**src/rtl/led_pkg.sv**
```systemverilog
// Shared types and helpers for the LED fader: channel state encoding and the
// brightness-to-duty mapping (gamma curve when LED_FADE_GAMMA_EN is defined).
package led_pkg;

  localparam int         LED_N_DEF = 8;
  localparam logic [7:0] PWM_MAX   = 8'd255;

  typedef enum logic [1:0] {
    ST_OFF     = 2'd0,
    ST_RISING  = 2'd1,
    ST_ON      = 2'd2,
    ST_FALLING = 2'd3
  } led_state_e;

  function automatic logic [7:0] duty_map(input logic [7:0] bright);
`ifdef LED_FADE_GAMMA_EN
    logic [15:0] sq;
    sq = {8'd0, bright} * {8'd0, bright};
    // Full brightness must stay fully on; 255*255>>8 would only give 254.
    return (bright == PWM_MAX) ? PWM_MAX : sq[15:8];
`else
    return bright;
`endif
  endfunction

endpackage

```
**src/rtl/led_fade_channel.sv**
```systemverilog
// One LED channel: steps brightness toward the target bit on each step tick and
// drives a registered PWM output (1 cycle from counter/duty to pin).
module led_fade_channel
  import led_pkg::*;
(
  input  logic       clk,
  input  logic       rst_n,
  input  logic       tgt_i,
  input  logic       step_tick_i,
  input  logic       enable_i,
  input  logic [7:0] pwm_cnt_i,
  output logic       led_o,
  output logic       busy_o
);

  led_state_e state;
  logic [7:0] bright_q, bright_d;
  logic       led_q, led_d;

  always_comb begin
    state = ST_OFF;
    if (tgt_i) begin
      state = (bright_q == PWM_MAX) ? ST_ON : ST_RISING;
    end else if (bright_q != 8'd0) begin
      state = ST_FALLING;
    end
  end

  always_comb begin
    bright_d = bright_q;
    led_d    = tgt_i;
    if (!enable_i) begin
      // Bypass keeps brightness parked at the rail so re-enabling is seamless.
      bright_d = tgt_i ? PWM_MAX : 8'd0;
    end else begin
      led_d = (pwm_cnt_i < duty_map(bright_q));
      if (step_tick_i) begin
        case (state)
          ST_RISING:  bright_d = bright_q + 8'd1;
          ST_FALLING: bright_d = bright_q - 8'd1;
          default:    bright_d = bright_q;
        endcase
      end
    end
  end

  always_ff @(posedge clk or negedge rst_n) begin
    if (!rst_n) begin
      bright_q <= 8'd0;
      led_q    <= 1'b0;
    end else begin
      bright_q <= bright_d;
      led_q    <= led_d;
    end
  end

  assign led_o  = led_q;
  assign busy_o = (state == ST_RISING) || (state == ST_FALLING);

endmodule

```
**src/rtl/led_fader.sv**
```systemverilog
// LED fader top: registers the target vector, runs the step prescaler and shared
// 255-cycle PWM counter, and ORs channel activity into busy. Gamma: LED_FADE_GAMMA_EN.
module led_fader
  import led_pkg::*;
#(
  parameter int CLK_FREQ      = 25_000_000,
  parameter int FADE_STEP_DIV = CLK_FREQ / 1000,
  parameter int N_LEDS        = LED_N_DEF
) (
  input  logic              clk,
  input  logic              rst_n,
  input  logic [N_LEDS-1:0] leds_in,
  input  logic              enable,
  output logic [N_LEDS-1:0] leds_out,
  output logic              busy
);

  localparam int             PW         = (FADE_STEP_DIV > 1) ? $clog2(FADE_STEP_DIV) : 1;
  localparam logic [PW-1:0]  PRESC_LAST = PW'(FADE_STEP_DIV - 1);

  logic [N_LEDS-1:0] tgt_q;
  logic [PW-1:0]     presc_q, presc_d;
  logic [7:0]        pwm_cnt_q, pwm_cnt_d;
  logic              busy_q, busy_d;
  logic              step_tick;
  logic [N_LEDS-1:0] ch_busy;

  always_comb begin
    step_tick = enable && (presc_q == PRESC_LAST);
    presc_d   = '0;
    if (enable && !step_tick) begin
      presc_d = presc_q + PW'(1);
    end
    pwm_cnt_d = (pwm_cnt_q == PWM_MAX - 8'd1) ? 8'd0 : pwm_cnt_q + 8'd1;
    busy_d    = enable && (|ch_busy);
  end

  always_ff @(posedge clk or negedge rst_n) begin
    if (!rst_n) begin
      tgt_q     <= '0;
      presc_q   <= '0;
      pwm_cnt_q <= 8'd0;
      busy_q    <= 1'b0;
    end else begin
      tgt_q     <= leds_in;
      presc_q   <= presc_d;
      pwm_cnt_q <= pwm_cnt_d;
      busy_q    <= busy_d;
    end
  end

  for (genvar i = 0; i < N_LEDS; i++) begin : g_ch
    led_fade_channel u_ch (
      .clk        (clk),
      .rst_n      (rst_n),
      .tgt_i      (tgt_q[i]),
      .step_tick_i(step_tick),
      .enable_i   (enable),
      .pwm_cnt_i  (pwm_cnt_q),
      .led_o      (leds_out[i]),
      .busy_o     (ch_busy[i])
    );
  end

  assign busy = busy_q;

endmodule

```
**config.mk**
```make
export PLATFORM = sky130hd
export DESIGN_NAME = led_fader
export DESIGN_NICKNAME = d
export VERILOG_FILES = /design/src/rtl/led_pkg.sv /design/src/rtl/led_fade_channel.sv /design/src/rtl/led_fader.sv
export SDC_FILE = /design/constraint.sdc
export NUM_CORES = 1
export LEC_CHECK = 0
export BUFFER_PORTS_ARGS = -buffer_cell sky130_fd_sc_hd__buf_2
export CAP_MARGIN = 25
export CORE_MARGIN = 2
export CORE_UTILIZATION = 29
export CTS_BUF_LIST = sky130_fd_sc_hd__clkbuf_4 sky130_fd_sc_hd__clkbuf_8
export DETAILED_ROUTE_END_ITERATION = 10
export PLACE_DENSITY = 0.53
export SKIP_LAST_GASP = 1
export SYNTH_ARGS = -nofsm -noshare
export SYNTH_HDL_FRONTEND = slang
export SYNTH_SLANG_ARGS = --single-unit
```
**constraint.sdc**
```tcl
create_clock -name clk -period 3.1 [get_ports clk]
set_clock_uncertainty 0.2 [all_clocks]
set_input_delay 0.62 -clock clk [delete_from_list [all_inputs] [get_ports clk]]
set_output_delay 0.62 -clock clk [all_outputs]
set_load 0.005 [all_outputs]
```
==> results of run 1 <==
## placed cells by master, fill, tap and decap left out, types with 7 or more instances in the layout
cell type | Yosys | routed
a31oi_1 | 8 | 8
clkbuf_8 | 1 | 9
nand3_1 | 36 | 36
nand4_1 | 26 | 26
a221o_1 | 13 | 13
nor2b_1 | 8 | 8
a21oi_1 | 88 | 83
nor4_1 | 10 | 7
o21a_1 | 10 | 10
a21boi_0 | 11 | 10
dfrtp_1 | 104 | 104
or4_4 | 0 | 8
buf_2 | 1 | 18
ha_1 | 107 | 89
nand2b_1 | 10 | 10
fa_1 | 8 | 8
buf_4 | 8 | 112
nand2_1 | 41 | 41
a211oi_1 | 11 | 10
nor3_1 | 27 | 27
xor2_1 | 19 | 19
inv_1 | 106 | 100
nor2_1 | 110 | 108
ha_4 | 0 | 17
xnor2_1 | 32 | 32
and3_1 | 13 | 13
o21ai_0 | 39 | 31
or4_1 | 14 | 7
o211ai_1 | 9 | 9
## cells by family after synthesis
| kind of cell | count (synthesis) | synth area share, % |
|---|---|---|
| AND/OR/NAND/NOR | 320 | 19.1 |
| flip-flops | 104 | 30.7 |
| XOR/XNOR | 51 | 5.26 |
| buffers and inverters | 133 | 6.56 |
| multiplexers | 8 | 0.973 |
| adder cells (fa/ha/maj) | 115 | 17.7 |
| AO/OA/AOI/OAI | 252 | 19.8 |
## metal layers
metal  vias up  part of all wire (%)  global-route usage (%)  wire length [um]
li1       3796                     -                       -                 -
met2        81                    48                    24.8             10800
met1      3575                    49                    19.5             10900
met5         -                     0                       0                 0
met3        18                   1.9                    1.70               424
met4         0                   1.4                    3.72               316
## power groups by stage
| stage | sequential (W) | combinational [W] | clock [W] |
|---|---|---|---|
| after floorplan | 0.00157 | 0.000840 | 0 |
| after global placement | 0.00155 | 0.00129 | 0 |
| after detailed placement | 0.00154 | 0.00130 | 0 |
| after CTS | 0.00152 | 0.00132 | 0.000854 |
| after global routing | 0.00154 | 0.00159 | 0.000898 |
| final | 0.00153 | 0.00141 | 0.000812 |
## path summary, 6_finish.rpt
path,from,endpoint,slack [ns],depth (start not counted)
max,g_ch[4].u_ch.bright_q[2],g_ch[4].u_ch.bright_q[7],0.09,11
min,leds_in[5],tgt_q[5],0.13,1
max reg2reg,g_ch[4].u_ch.bright_q[2],g_ch[4].u_ch.bright_q[7],0.09,11
min reg2reg,presc_q[0],presc_q[0],0.34,1
max in group asynchronous,rst_n,g_ch[3].u_ch.bright_q[7],1.48,3
min in group asynchronous,rst_n,tgt_q[5],0.47,2
## layout make-up
type                       count  area (sq um)  share of cell area, %
clock inverter                 6          46.3                  0.448
clock buffer                   9           124                   1.20
inverter                     106           403                   3.90
timing repair buffer         132           961                   9.30
sequential                   104          2600                   25.2
tap                          384           480                   4.65
multi-input combinational    746          5710                   55.3
## worst max-delay path: cells and delay by family, from the launching register on
family / cells / cell delay, ns
fa+ha+maj: 1 / 0.21
simple gates: 1 / 0.31
compound gates: 7 / 1.50
buf+inv: 2 / 0.25
flops: 1 / 0.43
## per-stage QoR
stage | TNS (ns) | utilization (%) | area, sq um | hold slack, ns | setup WS, ns
final | 0 | 35.9 | 10300 | 0.128 | 0.0866
after CTS | -0.00846 | 34.5 | 9940 | 0.101 | -0.00846
after global placement | -0.0813 | 33.9 | 9740 | 0.309 | -0.0813
after floorplan | 0 | - | 8500 | 0.124 | 0.00979
after global routing | -0.205 | 35.9 | 10300 | 0.109 | -0.0771
after detailed placement | -0.156 | 33.9 | 9740 | 0.317 | -0.0745
## flip-flops by register name, summed over array words and instances (netlist names)
register            cells
busy                    1
tgt_q                   8
presc_q                15
pwm_cnt_q               8
g_ch.u_ch.led_o         8
g_ch.u_ch.bright_q     64
## timing repair
| item | 4_1_cts | 5_1_grt |
|---|---|---|
| setup buffers | 0 | 4 |
| pin swaps | 1 | 30 |
| gates resized for setup | 5 | 63 |
| hold endpoints to repair | 21 | 0 |
| hold buffers | 1 | 0 |
| setup endpoints to repair | 6 | 16 |
==> reports/results.ini, run 1 <==
[status]
outcome = complete, no violations

[clock_network]
cts_buffers = 9
cts.clk_slew.worst_paths_ns = 0.12
h-tree-depth = 3
clock_path_buffers = 2
clk_latency_ns = 0.39
tritoncts = built
cts.sinks = 104
root_buffer = clkbuf_8

[die]
rows = 62
core_area_sq_um = 28800
die_area_sq_um = 30700
fp.dieH_um = 175
start_util_pct = 29.5
ios = 20
dieWidth_um = 175

[route]
wire_per_inst_um = 15.1
postRouteAntennaNets = 0
drt_iter0_markers = 413
wl_um = 22400
vias_per_cell = 5.02
post-route-drc-count = 0
firstDrtPassIters = 5
vias = 7470

[synth]
postSynthCellCount = 983
synth_area_sq_um = 8490
avgSynthCellArea_sq_um = 8.64
ys_seq_area_share_pct = 30.7
synth_top_area_cell = dfrtp_1
async_reset_ff_share_pct = 100
synthTopCellsByArea = dfrtp_1, ha_1, a21oi_1
synth_cell_types = 68
synth_ff_type = dfrtp_1
synth_fp_nets = 1109
synth.most_common_cell = nor2_1
yosysWarnings = 0
yosys.area.top_type_share_pct = 30.7
synth_common_cells = nor2_1, ha_1, inv_1
synth-edff-count = 0
ys_seq_elements = 104

[global_routing]
grt_pass1_vias = 7224
grt_max_degree = 84
track_usage_pct = 14.5
grt_pass1_wl_um = 36200
grt_antenna_before_repair = 0
grt_remaining_overflow = 0

[min_path]
hold_path_class = in2reg

[worst_setup_path]
required_ns = 3.17
crit_path_end_kind = flop
worstSetupPathType = reg2reg
slowest_delay_ns = 0.43
path_max_fanout = 5
crit_path_top_delay_cell = dfrtp_1
crit_path_frequent_cell = a21o_1
cp.arrival_ns = 3.08
critPathLaunchType = flop
crit_chain = nor4_4 -> buf_4 -> a21o_1 -> inv_4 -> ha_4 -> a21o_1 -> a221o_1 -> o41a_1 -> o21ai_1 -> a22o_1 -> a22oi_2

[pwr]
comb_power_share_pct = 37.6
power_frac_clock_pct = 21.7
netSwitchingPower_w = 0.00133
p_per_area_nw_per_um2 = 363
ir_drop_uv = 173
finalPower_w = 0.00375
leakagePower_nw = 4.61
p_int_w = 0.00242
swShare_pct = 35.5
power_frac_seq_pct = 40.7

[place]
routabilityCongestion = 0.815
io_buffer_count = 19
dp.cells = 1467
dp_hpwl_um = 16600

[layout]
fin_cells = 1487
antennaDiodeCount = 0
syn2layout_area_growth_pct = 21.7
fill_cells = 2895
drive_gt1_share_pct = 19.5
layout.nets = 1225

[sta]
finalCriticalPeriod_ns = 3.01
setup_viol = 0
rsz0062_at_grt = true
fin_crit_sh_pct = 97.2
hold_viol = 0
relSlewSlack_pct = 54.7
drv_slew = 0
worst_slew_pin_slew_ns = 0.680
fmax_mhz = 332

[job]
cap_viol_max_count = 0

Power figures use the tool's default switching activity.
==> inputs of run 2 (changes only) <==
--- a/config.mk
+++ b/config.mk
@@ -7,7 +7,7 @@
 export LEC_CHECK = 0
 export BUFFER_PORTS_ARGS = -buffer_cell sky130_fd_sc_hd__buf_2
 export CAP_MARGIN = 25
-export CORE_MARGIN = 2
+export CORE_MARGIN = 4
 export CORE_UTILIZATION = 29
 export CTS_BUF_LIST = sky130_fd_sc_hd__clkbuf_4 sky130_fd_sc_hd__clkbuf_8
 export DETAILED_ROUTE_END_ITERATION = 10
==> constraint.sdc (replaced) <==
create_clock -name clk -period 3.1 [get_ports clk]
set_clock_uncertainty 0.2 [all_clocks]
set_input_delay 0.465 -clock clk [delete_from_list [all_inputs] [get_ports clk]]
set_output_delay 0.465 -clock clk [all_outputs]
set_load 0.005 [all_outputs]
==> run 2 against run 1 <==
- count of clock-buffer cells in the layout is 1 higher
- register-to-register slack worse by 0.04 ns
- sequential share of layout area is 0.21 points lower
- die area is 4.6% higher
- combinational power hardly changed
- cell count is 1.1% higher
- fmax is 1.4% lower
- largest power group unchanged
- sequential power hardly changed
- core utilization is 0.30 points higher
- non-clock buffer count is 16 higher
- wire length is 1.5% higher
- largest cell class unchanged
- clock power is 33% higher
==> reports/results.ini, run 2 (synthesized netlist as in run 1, its figures left out) <==
[layout]
top_register = g_ch.u_ch.bright_q
largest_reg_flops = 64  ; unchanged
final_cell_mix = buf_4, nor2_1, dfrtp_1
fill_cells = 2905  ; +0.35%
fin_cells = 1503  ; +1.1%
final_common_cell = buf_4
antennaDiodeCount = 0  ; unchanged
drive_gt1_share_pct = 18.4  ; -1.1 points
syn2layout_area_growth_pct = 22.7
top_regs = g_ch.u_ch.bright_q (64), presc_q (15)
final_area_sq_um = 10400  ; +0.82%
layout.nets = 1241  ; +1.3%

[place]
dp.cells = 1472  ; +0.34%
routabilityCongestion = 0.832  ; +2.1%
io_buffer_count = 19  ; unchanged
dp_hpwl_um = 16700  ; +0.55%
place_area_sq_um = 9790  ; +0.51%

[global_routing]
grt_pass1_wl_um = 37700  ; +4.1%
track_usage_pct = 14.5  ; -0.076 points
grt_remaining_overflow = 0  ; unchanged
met2_usage_pct = 24.9  ; +0.11 points
grt_pass1_vias = 7414  ; +2.6%
use_met3_pct = 1.10  ; -0.60 points
met1_usage_pct = 19.7  ; +0.15 points
grt_antenna_before_repair = 0  ; unchanged
grt_max_degree = 74  ; -12%
grt.busiest_layer = met2

[route]
postRouteAntennaNets = 0  ; unchanged
vias_per_cell = 5.01  ; -0.18%
vias = 7537  ; +0.90%
wire_per_inst_um = 15.1  ; +0.44%
post-route-drc-count = 0  ; unchanged
firstDrtPassIters = 5  ; unchanged
drt_iter0_markers = 316  ; -23%
wl_um = 22800  ; +1.5%

[sta]
fin_crit_sh_pct = 98.6  ; +1.3 points
drv_slew = 0  ; unchanged
fmax_mhz = 327  ; -1.4%
relSlewSlack_pct = 56.4  ; +1.8 points
worst_slew_pin_slew_ns = 0.654  ; -0.0263 ns
hold_viol = 0  ; unchanged
finalCriticalPeriod_ns = 3.06  ; +0.0417 ns
setup_viol = 0  ; unchanged
rsz0062_at_grt = true

[die]
ios = 20  ; unchanged
fp.dieH_um = 179  ; +2.3%
dieWidth_um = 179  ; +2.3%
rows = 62  ; unchanged
die_area_sq_um = 32100  ; +4.6%
core_area_sq_um = 28800  ; unchanged
start_util_pct = 29.5  ; unchanged

[pwr]
p_per_area_nw_per_um2 = 384  ; +6.0%
ir_drop_uv = 143  ; -17%
leakagePower_nw = 4.73  ; +2.5%

[clock_network]
clock_path_buffers = 2  ; unchanged
root_buffer = clkbuf_8
tritoncts = built
cts_buffers = 9  ; unchanged
h-tree-depth = 3  ; unchanged
cts.clk_slew.worst_paths_ns = 0.11  ; about the same
clk_latency_ns = 0.39  ; about the same
cts.sinks = 104  ; unchanged

[worst_setup_path]
critPathLaunchType = flop
crit_path_top_delay_cell = or4_4
worstSetupPathType = reg2reg
cp.arrival_ns = 3.12  ; +0.04 ns
reg2reg_depth = 10  ; -1
crit_path_end_kind = flop
path_max_fanout = 5  ; unchanged
crit_chain = or4_4 -> o21ai_4 -> inv_4 -> ha_4 -> a21oi_2 -> o211ai_1 -> o41a_1 -> o211a_1 -> o22ai_2 -> a22oi_1
slowest_delay_ns = 0.56  ; +0.13 ns
required_ns = 3.17  ; about the same

[status]
outcome = complete, no violations

[min_path]
hold_path_class = reg2reg
holdPathStages = 1  ; unchanged

[job]
cap_viol_max_count = 0  ; unchanged

[run 2: path summary, 6_finish.rpt]
check / from / to / slack (ns)
setup / recovery: g_ch[2].u_ch.bright_q[3] / g_ch[2].u_ch.bright_q[7] / 0.04
hold / removal: presc_q[0] / presc_q[0] / 0.31
setup reg to reg: g_ch[2].u_ch.bright_q[3] / g_ch[2].u_ch.bright_q[7] / 0.04
hold reg to reg: presc_q[0] / presc_q[0] / 0.31
max in group asynchronous: rst_n / g_ch[0].u_ch.bright_q[4] / 1.65
min in group asynchronous: rst_n / tgt_q[6] / 0.32
[run 2: worst max-delay path, delay by kind of cell (launching register included)]
family | cells | cell delay (ns)
buffers and inverters | 1 | 0.09
AO/OA/AOI/OAI | 7 | 1.46
AND/OR/NAND/NOR | 1 | 0.56
adder cells (fa/ha/maj) | 1 | 0.22
flip-flops | 1 | 0.39
[run 2: final cells by class]
class	instances	area (sq um)	share of cell area, %
multi-input cells	746	5580	53.5
flip-flops and latches	104	2600	25.0
repair buffers	148	1110	10.7
well taps	384	480	4.61
inverters	106	400	3.84
clock buffers	10	138	1.32
clock inverters	5	105	1.01
[run 2: layer usage]
layer	vias up	part of all wire, %
met2	77	49
li1	3825	-
met3	14	1.9
met1	3621	48
met5	-	0
met4	0	1.2
[run 2: what timing repair did]
| action | 4_1_cts | 5_1_grt |
|---|---|---|
| buffers inserted | 0 | 7 |
| gates resized for setup | 3 | 45 |
| hold buffers | 9 | 0 |
| pin swaps | 1 | 19 |
| hold endpoints to repair | 31 | 0 |
| endpoints found under the setup margin | 4 | 16 |
[run 2: through the flow]
step | hold WS [ns] | utilization, % | worst slack (ns) | setup TNS, ns | power, W
6_report | 0.306 | 36.2 | 0.0449 | 0 | 0.00400
5_1_grt | 0.330 | 36.2 | -0.0608 | -0.190 | 0.00427
4_1_cts | 0.310 | 35.2 | 0.0147 | 0 | 0.00396
3_5_place_dp | 0.217 | 34.0 | -0.0410 | -0.0702 | 0.00286
3_3_place_gp | 0.217 | 34.0 | 0.0152 | 0 | 0.00285
2_1_floorplan | -0.0306 | - | 0.00979 | 0 | 0.00241
[run 2: report_power, final]
group	switching, W	internal [W]
combinational	0.000735	0.000665
sequential	0.0000677	0.00146
clock	0.000521	0.000555
total	0.00132	0.00268
==> inputs of run 3 (changes only) <==
--- a/config.mk
+++ b/config.mk
@@ -12,6 +12,7 @@
 export CTS_BUF_LIST = sky130_fd_sc_hd__clkbuf_4 sky130_fd_sc_hd__clkbuf_8
 export DETAILED_ROUTE_END_ITERATION = 10
 export PLACE_DENSITY = 0.53
+export SETUP_SLACK_MARGIN = 0.05
 export SKIP_LAST_GASP = 1
 export SYNTH_ARGS = -nofsm -noshare
 export SYNTH_HDL_FRONTEND = slang
==> run 3 against run 2 <==
- setup slack improved by 0.027 ns
- core utilization rose by 0.43 points
- critical path type unchanged
- sequential share of layout area fell by 0.29 points
- register-to-register slack improved by 0.03 ns
- combinational power barely moved
- critical path depth fell by 1
- sequential power barely moved
- power fell by 1.0%
- cell count fell by 0.40%
==> reports/results.ini, run 3 (synthesized netlist as in run 1, its figures left out) <==
[route]
postRouteAntennaNets = 0  ; unchanged
wire_per_inst_um = 15.2  ; about the same
top_layer = met4
vias = 7523  ; -0.19%
wl_met1_um = 10800  ; -0.57%
firstDrtPassIters = 8  ; +3
wl_um = 22700  ; -0.33%
post-route-drc-count = 0  ; unchanged
dr_wl_met2_um = 10800  ; -3.9%
met3WireLength_um = 612  ; +42%
vias_per_cell = 5.03  ; +0.21%
drt_iter0_markers = 395  ; +25%

[min_path]
holdPathStages = 1  ; unchanged
holdPathEnd = presc_q[0]
min-delay-start = presc_q[0]
hold_path_class = reg2reg

[die]
die_area_sq_um = 32100  ; unchanged
fp.dieH_um = 179  ; unchanged
ios = 20  ; unchanged
core_area_sq_um = 28800  ; unchanged
rows = 62  ; unchanged
dieWidth_um = 179  ; unchanged
start_util_pct = 29.5  ; unchanged

[sta]
relSlewSlack_pct = 54.6  ; -1.8 points
fmax_mhz = 330  ; +0.90%
worst_slack_ns = 0.0722  ; +0.0273 ns
setup_viol = 0  ; unchanged
rsz0062_at_grt = true
drv_slew = 0  ; unchanged
worst_slew_pin_slew_ns = 0.680  ; +0.0265 ns
fin_crit_sh_pct = 97.7  ; -0.88 points
hold_viol = 0  ; unchanged
tns_ns = 0  ; unchanged
finalCriticalPeriod_ns = 3.03  ; -0.0273 ns

[clock_network]
tritoncts = built
cts_buffers = 9  ; unchanged
root_buffer = clkbuf_8
cts.clk_slew.worst_paths_ns = 0.11  ; about the same
cts.sinks = 104  ; unchanged
clk_latency_ns = 0.40  ; about the same
h-tree-depth = 3  ; unchanged
clock_path_buffers = 2  ; unchanged

[place]
dp_hpwl_um = 16400  ; -1.6%
routabilityCongestion = 0.857  ; +3.0%
place_area_sq_um = 9740  ; -0.54%
io_buffer_count = 19  ; unchanged
dp_slack_ns = -0.0499  ; -0.00885 ns

[worst_setup_path]
slowest_delay_ns = 0.56  ; about the same
critPathLaunchType = flop
worstSetupPathType = reg2reg
cp.arrival_ns = 3.16  ; +0.04 ns
required_ns = 3.24  ; +0.07 ns
crit_path_end_kind = flop
crit_chain = or4_4 -> o21ai_4 -> inv_4 -> ha_4 -> a21oi_2 -> o211ai_1 -> o41a_1 -> or4_1 -> nand3_1
timing.rr.start = g_ch[3].u_ch.bright_q[0]
crit_path_top_delay_cell = or4_4
r2r_slack_ns = 0.07  ; +0.03 ns
crit_cells = 9  ; -1
r2r-end = g_ch[3].u_ch.bright_q[7]
crit_buf_inv = 1  ; unchanged
path_max_fanout = 6  ; +1
path_delay_family = simple AND/OR/NAND/NOR gates
reg2reg_depth = 9  ; -1

[job]
cap_viol_max_count = 0  ; unchanged

[pwr]
leakagePower_nw = 4.70  ; -0.57%
ir_drop_uv = 139  ; -3.0%
finalPower_w = 0.00396  ; -1.0%
p_per_area_nw_per_um2 = 376  ; -2.2%

[layout]
largest_reg_flops = 64  ; unchanged
antennaDiodeCount = 0  ; unchanged
drive_gt1_share_pct = 20.1  ; +1.7 points
layout.nets = 1234  ; -0.56%
final_cell_mix = buf_4, nor2_1, dfrtp_1
top_register = g_ch.u_ch.bright_q
top_regs = g_ch.u_ch.bright_q (64), presc_q (15)
final_area_sq_um = 10500  ; +1.2%
final_common_cell = buf_4
syn2layout_area_growth_pct = 24.2

[global_routing]
grt_max_degree = 74  ; unchanged
grt_pass1_wl_um = 37300  ; -1.1%
grt_pass1_vias = 7422  ; +0.11%
track_usage_pct = 14.4  ; -0.062 points
grt_remaining_overflow = 0  ; unchanged
grt_antenna_before_repair = 0  ; unchanged

[status]
outcome = complete, no violations

==> run 3: worst max-delay path by stage <==
| stage | start | end |
|---|---|---|
| 2_1_floorplan | g_ch[5].u_ch.bright_q[0] | g_ch[5].u_ch.bright_q[7] |
| 3_3_place_gp | g_ch[5].u_ch.bright_q[0] | g_ch[5].u_ch.bright_q[7] |
| 3_5_place_dp | g_ch[5].u_ch.bright_q[0] | g_ch[5].u_ch.bright_q[7] |
| 4_1_cts | g_ch[5].u_ch.bright_q[0] | g_ch[5].u_ch.bright_q[7] |
| 5_1_grt | g_ch[5].u_ch.bright_q[0] | g_ch[5].u_ch.bright_q[7] |
| 6_report | g_ch[3].u_ch.bright_q[0] | g_ch[3].u_ch.bright_q[7] |
==> run 3: area by class of cell <==
cell class                      instances  area [sq um]
Clock buffer                           11           145
Clock inverter                          5          80.1
Fill cell                            2882         18200
Inverter                              106           403
Multi-Input combinational cell        746          5770
Sequential cell                       104          2600
Tap cell                              384           480
Timing Repair Buffer                  141          1060
==> run 3: metal layers <==
layer  GRT usage [%]  up-vias
met5               0        -
met4            4.54        0
met3            2.15       28
met2            24.1       97
met1            19.2     3576
li1                -     3822
==> run 3: power by group <==
group,switching (W),internal (W)
Sequential,0.0000727,0.00146
Combinational,0.000747,0.000682
Clock,0.000515,0.000485
==> run 3: through the flow <==
stage          hold WS [ns]  std cells  util [%]
2_1_floorplan       -0.0306        983         -
3_3_place_gp          0.305       1465      33.8
3_5_place_dp          0.305       1465      33.8
4_1_cts               0.319       1490      35.1
5_1_grt               0.354       1497      36.6
6_report              0.321       1497      36.6
==> run 3: repair_timing <==
item,CTS,global route
buffers inserted,0,7
hold buffers,9,0
resized for setup,12,64
pin swaps,3,22
setup endpoints to repair,8,18
endpoints found under the hold margin,54,0
